==> src/rtl/biquad_filter_seq_if.sv <==
// Sample/coefficient handshake bundle for the biquad section.
// The master drives samples and coefficients; the slave is the filter.
interface biquad_filter_seq_if #(
  parameter int N = 12,
  parameter int C = 16
);
  logic signed [N-1:0] in_data;
  logic                in_valid;
  logic                in_ready;
  logic                coef_we;
  logic [2:0]          coef_sel;
  logic signed [C-1:0] coef_data;
  logic                bypass;
  logic signed [N-1:0] out_data;
  logic                out_valid;
  logic                sat_flag;

  modport master (
    output in_data, in_valid, coef_we, coef_sel, coef_data, bypass,
    input  in_ready, out_data, out_valid, sat_flag
  );

  modport slave (
    input  in_data, in_valid, coef_we, coef_sel, coef_data, bypass,
    output in_ready, out_data, out_valid, sat_flag
  );
endinterface

==> src/rtl/biquad_filter_seq.sv <==
// Direct-form-I biquad with one shared multiplier: 1 accept, 5 MAC, 1 writeback cycle.
// Output is rounded half-up and saturated; bypass passes x through with the same timing.
module biquad_filter_seq #(
  parameter int N = 12,
  parameter int C = 16,
  parameter int F = 14,
  parameter int G = 4
) (
  input logic               clk,
  input logic               rst,
  biquad_filter_seq_if.slave bus
);
  localparam int A = N + C + G;
  localparam logic signed [A-1:0] RND   = {{(A-F){1'b0}}, 1'b1, {(F-1){1'b0}}};
  localparam logic signed [A-1:0] Y_MAX = {{(A-N+1){1'b0}}, {(N-1){1'b1}}};
  localparam logic signed [A-1:0] Y_MIN = ~Y_MAX;

  typedef enum logic [1:0] {IDLE, MAC, WB} state_t;

  state_t              state_reg, state_next;
  logic [2:0]          idx_reg;
  logic signed [N-1:0] x_reg, x1_reg, x2_reg, y1_reg, y2_reg;
  logic                bypass_reg;
  logic signed [A-1:0] acc_reg;
  logic signed [N-1:0] out_data_reg;
  logic                out_valid_reg;
  logic                sat_flag_reg;

  logic                ready;
  logic                accept;
  logic signed [C-1:0] coef_act [5];

  logic signed [N-1:0]   op_x;
  logic signed [C-1:0]   op_c;
  logic                  op_sub;
  logic signed [N+C-1:0] prod;
  logic signed [A-1:0]   prod_ext;
  logic signed [A-1:0]   rnd_sum;
  logic signed [A-1:0]   r;
  logic                  sat_hi, sat_lo;
  logic signed [N-1:0]   y_sat, y_val;

  // Shadow bank is written any time; active bank snapshots it only on accept,
  // so the sample in flight always uses one consistent coefficient set.
  genvar gi;
  generate
    for (gi = 0; gi < 5; gi++) begin : g_coef
      localparam logic signed [C-1:0] RESET_VAL = (gi == 0) ? C'(1 << F) : '0;
      logic signed [C-1:0] shadow_reg;
      logic signed [C-1:0] active_reg;

      always_ff @(posedge clk) begin
        if (rst) begin
          shadow_reg <= RESET_VAL;
          active_reg <= RESET_VAL;
        end else begin
          if (bus.coef_we && bus.coef_sel == 3'(gi)) shadow_reg <= bus.coef_data;
          if (accept) active_reg <= shadow_reg;
        end
      end

      assign coef_act[gi] = active_reg;
    end
  endgenerate

  always_ff @(posedge clk) begin
    if (rst) state_reg <= IDLE;
    else     state_reg <= state_next;
  end

  always_comb begin
    state_next = state_reg;
    ready      = 1'b0;
    accept     = 1'b0;
    case (state_reg)
      IDLE: begin
        ready  = !rst;
        accept = bus.in_valid && !rst;
        if (accept) state_next = MAC;
      end
      MAC: begin
        if (idx_reg == 3'd4) state_next = WB;
      end
      WB:      state_next = IDLE;
      default: state_next = IDLE;
    endcase
  end

  always_comb begin
    op_x   = x_reg;
    op_c   = coef_act[0];
    op_sub = 1'b0;
    case (idx_reg)
      3'd1: begin op_x = x1_reg; op_c = coef_act[1]; end
      3'd2: begin op_x = x2_reg; op_c = coef_act[2]; end
      3'd3: begin op_x = y1_reg; op_c = coef_act[3]; op_sub = 1'b1; end
      3'd4: begin op_x = y2_reg; op_c = coef_act[4]; op_sub = 1'b1; end
      default: ;
    endcase
  end

  assign prod     = op_x * op_c;
  assign prod_ext = {{G{prod[N+C-1]}}, prod};

  // Round half toward +inf, then clamp to the N-bit range.
  assign rnd_sum = acc_reg + RND;
  assign r       = rnd_sum >>> F;
  assign sat_hi  = r > Y_MAX;
  assign sat_lo  = r < Y_MIN;
  assign y_sat   = sat_hi ? Y_MAX[N-1:0] : (sat_lo ? Y_MIN[N-1:0] : r[N-1:0]);
  assign y_val   = bypass_reg ? x_reg : y_sat;

  always_ff @(posedge clk) begin
    if (rst) begin
      idx_reg       <= '0;
      x_reg         <= '0;
      x1_reg        <= '0;
      x2_reg        <= '0;
      y1_reg        <= '0;
      y2_reg        <= '0;
      bypass_reg    <= 1'b0;
      acc_reg       <= '0;
      out_data_reg  <= '0;
      out_valid_reg <= 1'b0;
      sat_flag_reg  <= 1'b0;
    end else begin
      out_valid_reg <= 1'b0;
      if (accept) begin
        x_reg      <= bus.in_data;
        bypass_reg <= bus.bypass;
        acc_reg    <= '0;
        idx_reg    <= '0;
      end
      if (state_reg == MAC) begin
        acc_reg <= op_sub ? (acc_reg - prod_ext) : (acc_reg + prod_ext);
        idx_reg <= idx_reg + 3'd1;
      end
      if (state_reg == WB) begin
        out_data_reg  <= y_val;
        out_valid_reg <= 1'b1;
        x2_reg        <= x1_reg;
        x1_reg        <= x_reg;
        y2_reg        <= y1_reg;
        y1_reg        <= y_val;
        if (!bypass_reg && (sat_hi || sat_lo)) sat_flag_reg <= 1'b1;
      end
    end
  end

  assign bus.in_ready  = ready;
  assign bus.out_data  = out_data_reg;
  assign bus.out_valid = out_valid_reg;
  assign bus.sat_flag  = sat_flag_reg;
endmodule

==> src/flat_wrapper.sv <==
// flat-port wrapper written by rule: the top's interface ports become plain ports
module biquad_filter_seq_flat 
#(
  parameter int N = 12,
  parameter int C = 16,
  parameter int F = 14,
  parameter int G = 4
)
  (clk, rst, bus_in_data, bus_in_valid, bus_coef_we, bus_coef_sel, bus_coef_data, bus_bypass, bus_in_ready, bus_out_data, bus_out_valid, bus_sat_flag);
  biquad_filter_seq_if #(.N(N), .C(C)) bus_i ();
  input logic clk;
  input logic rst;
  input wire logic [$bits(bus_i.in_data)-1:0] bus_in_data;
  input wire logic [$bits(bus_i.in_valid)-1:0] bus_in_valid;
  input wire logic [$bits(bus_i.coef_we)-1:0] bus_coef_we;
  input wire logic [$bits(bus_i.coef_sel)-1:0] bus_coef_sel;
  input wire logic [$bits(bus_i.coef_data)-1:0] bus_coef_data;
  input wire logic [$bits(bus_i.bypass)-1:0] bus_bypass;
  output wire logic [$bits(bus_i.in_ready)-1:0] bus_in_ready;
  output wire logic [$bits(bus_i.out_data)-1:0] bus_out_data;
  output wire logic [$bits(bus_i.out_valid)-1:0] bus_out_valid;
  output wire logic [$bits(bus_i.sat_flag)-1:0] bus_sat_flag;
  assign bus_i.in_data = bus_in_data;
  assign bus_i.in_valid = bus_in_valid;
  assign bus_i.coef_we = bus_coef_we;
  assign bus_i.coef_sel = bus_coef_sel;
  assign bus_i.coef_data = bus_coef_data;
  assign bus_i.bypass = bus_bypass;
  assign bus_in_ready = bus_i.in_ready;
  assign bus_out_data = bus_i.out_data;
  assign bus_out_valid = bus_i.out_valid;
  assign bus_sat_flag = bus_i.sat_flag;
  biquad_filter_seq #(.N(N), .C(C), .F(F), .G(G)) u_core (.clk(clk), .rst(rst), .bus(bus_i));
endmodule
==> config.mk <==
export PLATFORM = sky130hd
export DESIGN_NAME = biquad_filter_seq_flat
export DESIGN_NICKNAME = d
export VERILOG_FILES = /design/src/rtl/biquad_filter_seq_if.sv /design/src/rtl/biquad_filter_seq.sv /design/src/flat_wrapper.sv
export SDC_FILE = /design/constraint.sdc
export NUM_CORES = 1
export LEC_CHECK = 0
export ABC_AREA = 1
export CAP_MARGIN = 20
export CORE_MARGIN = 2
export CORE_UTILIZATION = 58
export CTS_CLUSTER_DIAMETER = 200
export DETAILED_ROUTE_END_ITERATION = 10
export PLACE_DENSITY = 0.78
export SYNTH_ARGS = -nofsm -noshare
export SYNTH_HDL_FRONTEND = slang
export SYNTH_SLANG_ARGS = --single-unit
==> constraint.sdc <==
create_clock -name clk -period 7.89 [get_ports clk]
set_clock_uncertainty 0.1 [all_clocks]
set_input_delay 1.578 -clock clk [delete_from_list [all_inputs] [get_ports clk]]
set_output_delay 1.578 -clock clk [all_outputs]
set_load 0.01 [all_outputs]
### Yosys cells after proc, flatten, opt, wreduce, memory -nomap -nowiden

Index checks and enable logic that the tools add are counted.

* input bits: 36
* memories: 0
* memory bits (read-only): 0
* output and inout port bits: 15
* latch bits: 0
* memory bits (writable): 0
* flip-flop bits (word level): 260

* shift-type cells: 0
* reductions and logical operators: 16
* add/subtract/negate cells: 4
* magnitude comparators: 2
* bitwise gates (word level): 0
* div/mod/pow operators: 0
* mux-type cells: 17
* eq/ne operators: 12
* multipliers: 1

Operators by type and width (number)
* $mux 32: 3
* $pmux 16 s4: 1
* $pmux 12 s4: 1
* $mux 12: 3
* $add 32x15->32 const B: 1
* $add 32x28->32: 1
* $sub 32x28->32: 1
* $mul 12x16->28: 1
* $gt 18x12->1 const B: 1
* $lt 18x12->1 const B: 1
* $eq 3x2->1 const B: 4
* $logic_and 1x1->1: 7
* $eq 3x1->1 const B: 2
* $eq 3x3->1 const B: 2
* $mux 3: 2
* $mux 1: 4
* $mux 2: 2
* $ne 2x1->1 const B: 2
* $pmux 2 s2: 1
* $reduce_and 2->1: 2
* $add 3x1->3 const B: 1
* $logic_not 3->1: 1
* $eq 2x1->1 const B: 1
* $eq 2x2->1 const B: 1
* 5 further kinds: 6

### Depth between registers and ports, before layout

* depth after elaboration: 6
* depth in mapped cells: 50
* gate-level depth less buffers: 47

### Least setup slack after synthesis

Ideal clock, no wire load.

* path kind: register to register
* from: register u_core.idx_reg[0]
* to: register u_core.acc_reg[31]
* arrival time: 7956 ps
* buffers on the path: 3
* stages on the path, launching flop included: 44
* slack: -300 ps
* library setup time: 134 ps
* path through: dfxtp_1 > ha_1 > ha_1 > a21oi_1 > buf_2 > inv_1 > nor3_2 > buf_2 > nand2_1 > nand2_1 > buf_2 > nand2_1 > fa_1 > fa_1 > inv_1 > fa_1 > fa_1 > inv_1 > [8 not listed] > nand2_1 > nor2_4 > nand2_1 > o21ai_0 > xor2_1 > inv_1 > ha_1 > nand2_1 > nor2_1 > nor2_1 > nor3_1 > a2111oi_0 > o21a_1 > nand2_1 > inv_1 > nand3_1 > nand3_1 > a21oi_1

* word-level cells in the longest chain between the ends: 6
* elaborated cells between the ends (all ways): 13
* those cells by class: add/sub: 2; mul: 1; eq/ne: 4; mux: 5; reduce/logical: 1

RTL lines
* start: declaration: RTL line biquad_filter_seq.sv:21 `logic [2:0] idx_reg;`
* start signal: assignment: RTL line biquad_filter_seq.sv:136 `idx_reg <= idx_reg + 3'd1;`
* $eq 3x3->1, or another cell as far along: RTL line biquad_filter_seq.sv:93 `case (idx_reg)`
* $pmux 12 s4 / $pmux 16 s4 (equally long branches): RTL line biquad_filter_seq.sv:93
* $mul 12x16->28: RTL line biquad_filter_seq.sv:102 `assign prod = op_x * op_c;`
* $add 32x28->32 / $sub 32x28->32 (equally long branches): RTL line biquad_filter_seq.sv:135 `acc_reg <= op_sub ? (acc_reg - prod_ext) : (acc_reg + prod_ext);`
* $mux 32 *: RTL line biquad_filter_seq.sv:135
* $mux 32 *: RTL line biquad_filter_seq.sv:134 `if (state_reg == MAC) begin`
* end signal: assignment: RTL line biquad_filter_seq.sv:135
* end: declaration: RTL line biquad_filter_seq.sv:24 `logic signed [A-1:0] acc_reg;`

Every way passes the cells marked *; elsewhere a longest branch is shown, timed or not.
A chain may end at the register's enable or synchronous reset.

### Final worst setup path

Ends and elaborated chain as after synthesis.

==> reports/metrics.csv <==
metric;value;unit
hold_slack;0.350;ns
vdd_drop_max;192;uV
fp.dieH;191;microns
syn2layout_area_growth;33.0;%
syn_area;20200;sq um
crit_type;reg2reg;
ys_ff_latch;260;
setup_ws;-0.631;ns
antenna_left;0;
status;complete, but fails checks;
violations;setup timing;
cts-root-buf;clkbuf_16;
ys_top_cells_by_area;dfxtp_1 26%, fa_1 18%, nand2_1 11%;
yosysWarnings;0;
drive_gt1_frac;0.242;
num_io_pins;51;
max_stage_delay;0.55;ns
antenna_found_initial;0;
syn_area_per_cell;7.17;sq um
num_antenna_cells;0;
cts_buffers;28;
crit_arrival;8.82;ns
htreeDepth;1;
routed_wl;66400;microns
cts_tree;yes;
portBuffers;50;
path_common_cell;inv_1;
core.rowCount;68;
cts.sink_count;260;
maxCapViolations;0;
start_util;0.587;
die_x;191;microns
cpLargestDelayFamily;adder cells;
synth_top_area_frac;0.257;
yosysTopAreaCell;dfxtp_1;
finalSetupTns;-5.49;ns
crit_buf_inv;15;
async_reset_ff_frac;0;
cts_buffer_depth;3;
ys_seq_area_frac;0.257;
grt_pass1_wl;100000;microns
clk_latency;0.56;ns
hold_buffers;0;
syn_inst;2818;
synth_commonest_cells;573 x nand2_1, 466 x inv_1, 401 x nor2_1;
finalMaxSlewViolations;0;
overflow;0;
routedWlPerCell;18.2;microns
grt_max_degree;157;
synthFlopType;dfxtp_1;
rsz0062_at_grt;yes;
grt_pass1_vias;20734;
hpwl;42600;microns
slew_headroom;0.293;
grtUsageTotal;0.343;
coreArea;34500;sq um
dr.pass1.iters;6;
period_share;1.08;
dr_total_vias;20781;
gp_congestion;0.960;
fin_nets;3480;
crit_required;8.19;ns
via_per_inst;5.70;
fmax;117;MHz
ys_types;48;
critPathMaxFanout;6;
finalSetupViolations;17;
powerDensity;211;nW/um^2
synth_edf_count;0;
worst_slew_pin_slew;1.06;ns
clkTransAtPathRegs;0.06;ns
worst_hold_path_type;reg2reg;
die_area;36400;sq um
yosysMostFrequentCell;nand2_1;
finalCriticalPeriod;8.52;ns
crit_path_end_kind;flop;
hold_viol;0;
drc;0;
cp_slowest_cell;fa_1;
syn_nets;3130;
initialDrtViolationCount;1992;
cp-start-kind;flop;
p_leak;13.2;nW
==> cell usage in the layout (no fill, tap or decap), types with 10 or more instances in the layout <==
cell type | netlist | final
nand2_1 | 573 | 483
inv_1 | 466 | 441
nor2_1 | 401 | 369
buf_4 | 1 | 333
dfxtp_1 | 260 | 258
o21ai_0 | 253 | 229
fa_1 | 179 | 164
a21oi_1 | 166 | 136
nand2_2 | 6 | 80
ha_1 | 97 | 63
nand3_1 | 73 | 60
clkdlybuf4s50_1 | 0 | 49
a21oi_2 | 10 | 33
xor2_1 | 35 | 33
clkbuf_16 | 0 | 33
ha_4 | 0 | 32
inv_2 | 3 | 26
nor2_2 | 6 | 26
a32o_1 | 26 | 25
buf_12 | 0 | 25
buf_6 | 2 | 23
o21ai_1 | 0 | 19
nand3_2 | 6 | 18
nand2_4 | 0 | 16
xnor2_1 | 18 | 16
nand4_1 | 15 | 15
fa_2 | 0 | 15
nor2_4 | 2 | 14
a221oi_1 | 26 | 10
a221oi_2 | 0 | 10
nor3_1 | 13 | 10
==> report_power, final <==
part | leakage, nW | switching [mW] | internal, mW
logic | 10.5 | 1.50 | 1.24
registers | 2.12 | 0.0689 | 1.38
clock network | 0.510 | 0.559 | 0.929
total | 13.2 | 2.13 | 3.56
==> layer usage <==
| metal | up-vias | part of all wire | wire [microns] | track usage |
|---|---|---|---|---|
| met4 | 0 | 0.059 | 3940 | 0.160 |
| met3 | 309 | 0.083 | 5500 | 0.0469 |
| met2 | 1012 | 0.48 | 32200 | 0.604 |
| met1 | 9921 | 0.37 | 24800 | 0.414 |
| met5 | - | 0 | 0 | 0 |
| li1 | 9539 | - | - | - |
==> timing repair <==
item | 4_1_cts | 5_1_grt
resized for setup | 169 | 199
setup buffers | 66 | 26
pin swaps | 99 | 108
endpoints found under the setup margin | 18 | 20
gates cloned | 4 | 5
==> layout make-up <==
type / count / area (sq um)
multi-input combinational: 1964 / 14300
fill: 2225 / 7570
sequential: 260 / 5210
timing repair buffer: 443 / 4020
inverter: 471 / 1780
clock buffer: 35 / 778
tap: 455 / 569
clock inverter: 16 / 272
==> stage by stage <==
step	util	instance area (sq um)	total power [mW]	std cells	worst slack, ns
floorplan	-	20500	2.70	2818	0.00937
global placement	0.681	23500	3.53	3493	-0.411
detailed placement	0.681	23500	3.60	3493	-0.658
CTS	0.748	25800	5.33	3614	-0.342
global route	0.780	26900	5.97	3644	-0.948
finish	0.780	26900	5.69	3644	-0.631
==> path summary, 6_finish.rpt <==
kind / start / endpoint / slack [ns] / depth (start not counted)
worst min-delay path: u_core.g_coef[3].shadow_reg[0]$_SDFFE_PP0P_ / u_core.g_coef[3].active_reg[0]$_SDFFE_PP0P_ / 0.35 / 2
worst max-delay path: u_core.idx_reg[0]$_SDFFE_PP0P_ / u_core.acc_reg[31]$_SDFFE_PP0P_ / -0.63 / 48
worst min register to register: u_core.g_coef[3].shadow_reg[0]$_SDFFE_PP0P_ / u_core.g_coef[3].active_reg[0]$_SDFFE_PP0P_ / 0.35 / 2
worst max register to register: u_core.idx_reg[0]$_SDFFE_PP0P_ / u_core.acc_reg[31]$_SDFFE_PP0P_ / -0.63 / 48
==> logic make-up (layout without fill, tap and decap cells) <==
logic type / count (synthesis) / in the layout / share of synthesized area
AO/OA/AOI/OAI: 519 / 519 / 0.147
buffers and inverters: 594 / 965 / 0.113
adder cells (fa/ha/maj): 276 / 276 / 0.237
AND/OR/NAND/NOR: 1116 / 1116 / 0.223
flip-flops: 260 / 260 / 0.257
XOR/XNOR: 53 / 53 / 0.0230
==> worst min-delay path, cell delays in order, from the launching register on <==
cell and delay [ns]:
dfxtp_1 0.30, inv_1 0.06, a21oi_1 0.06
(Power assumes the default switching activity.)
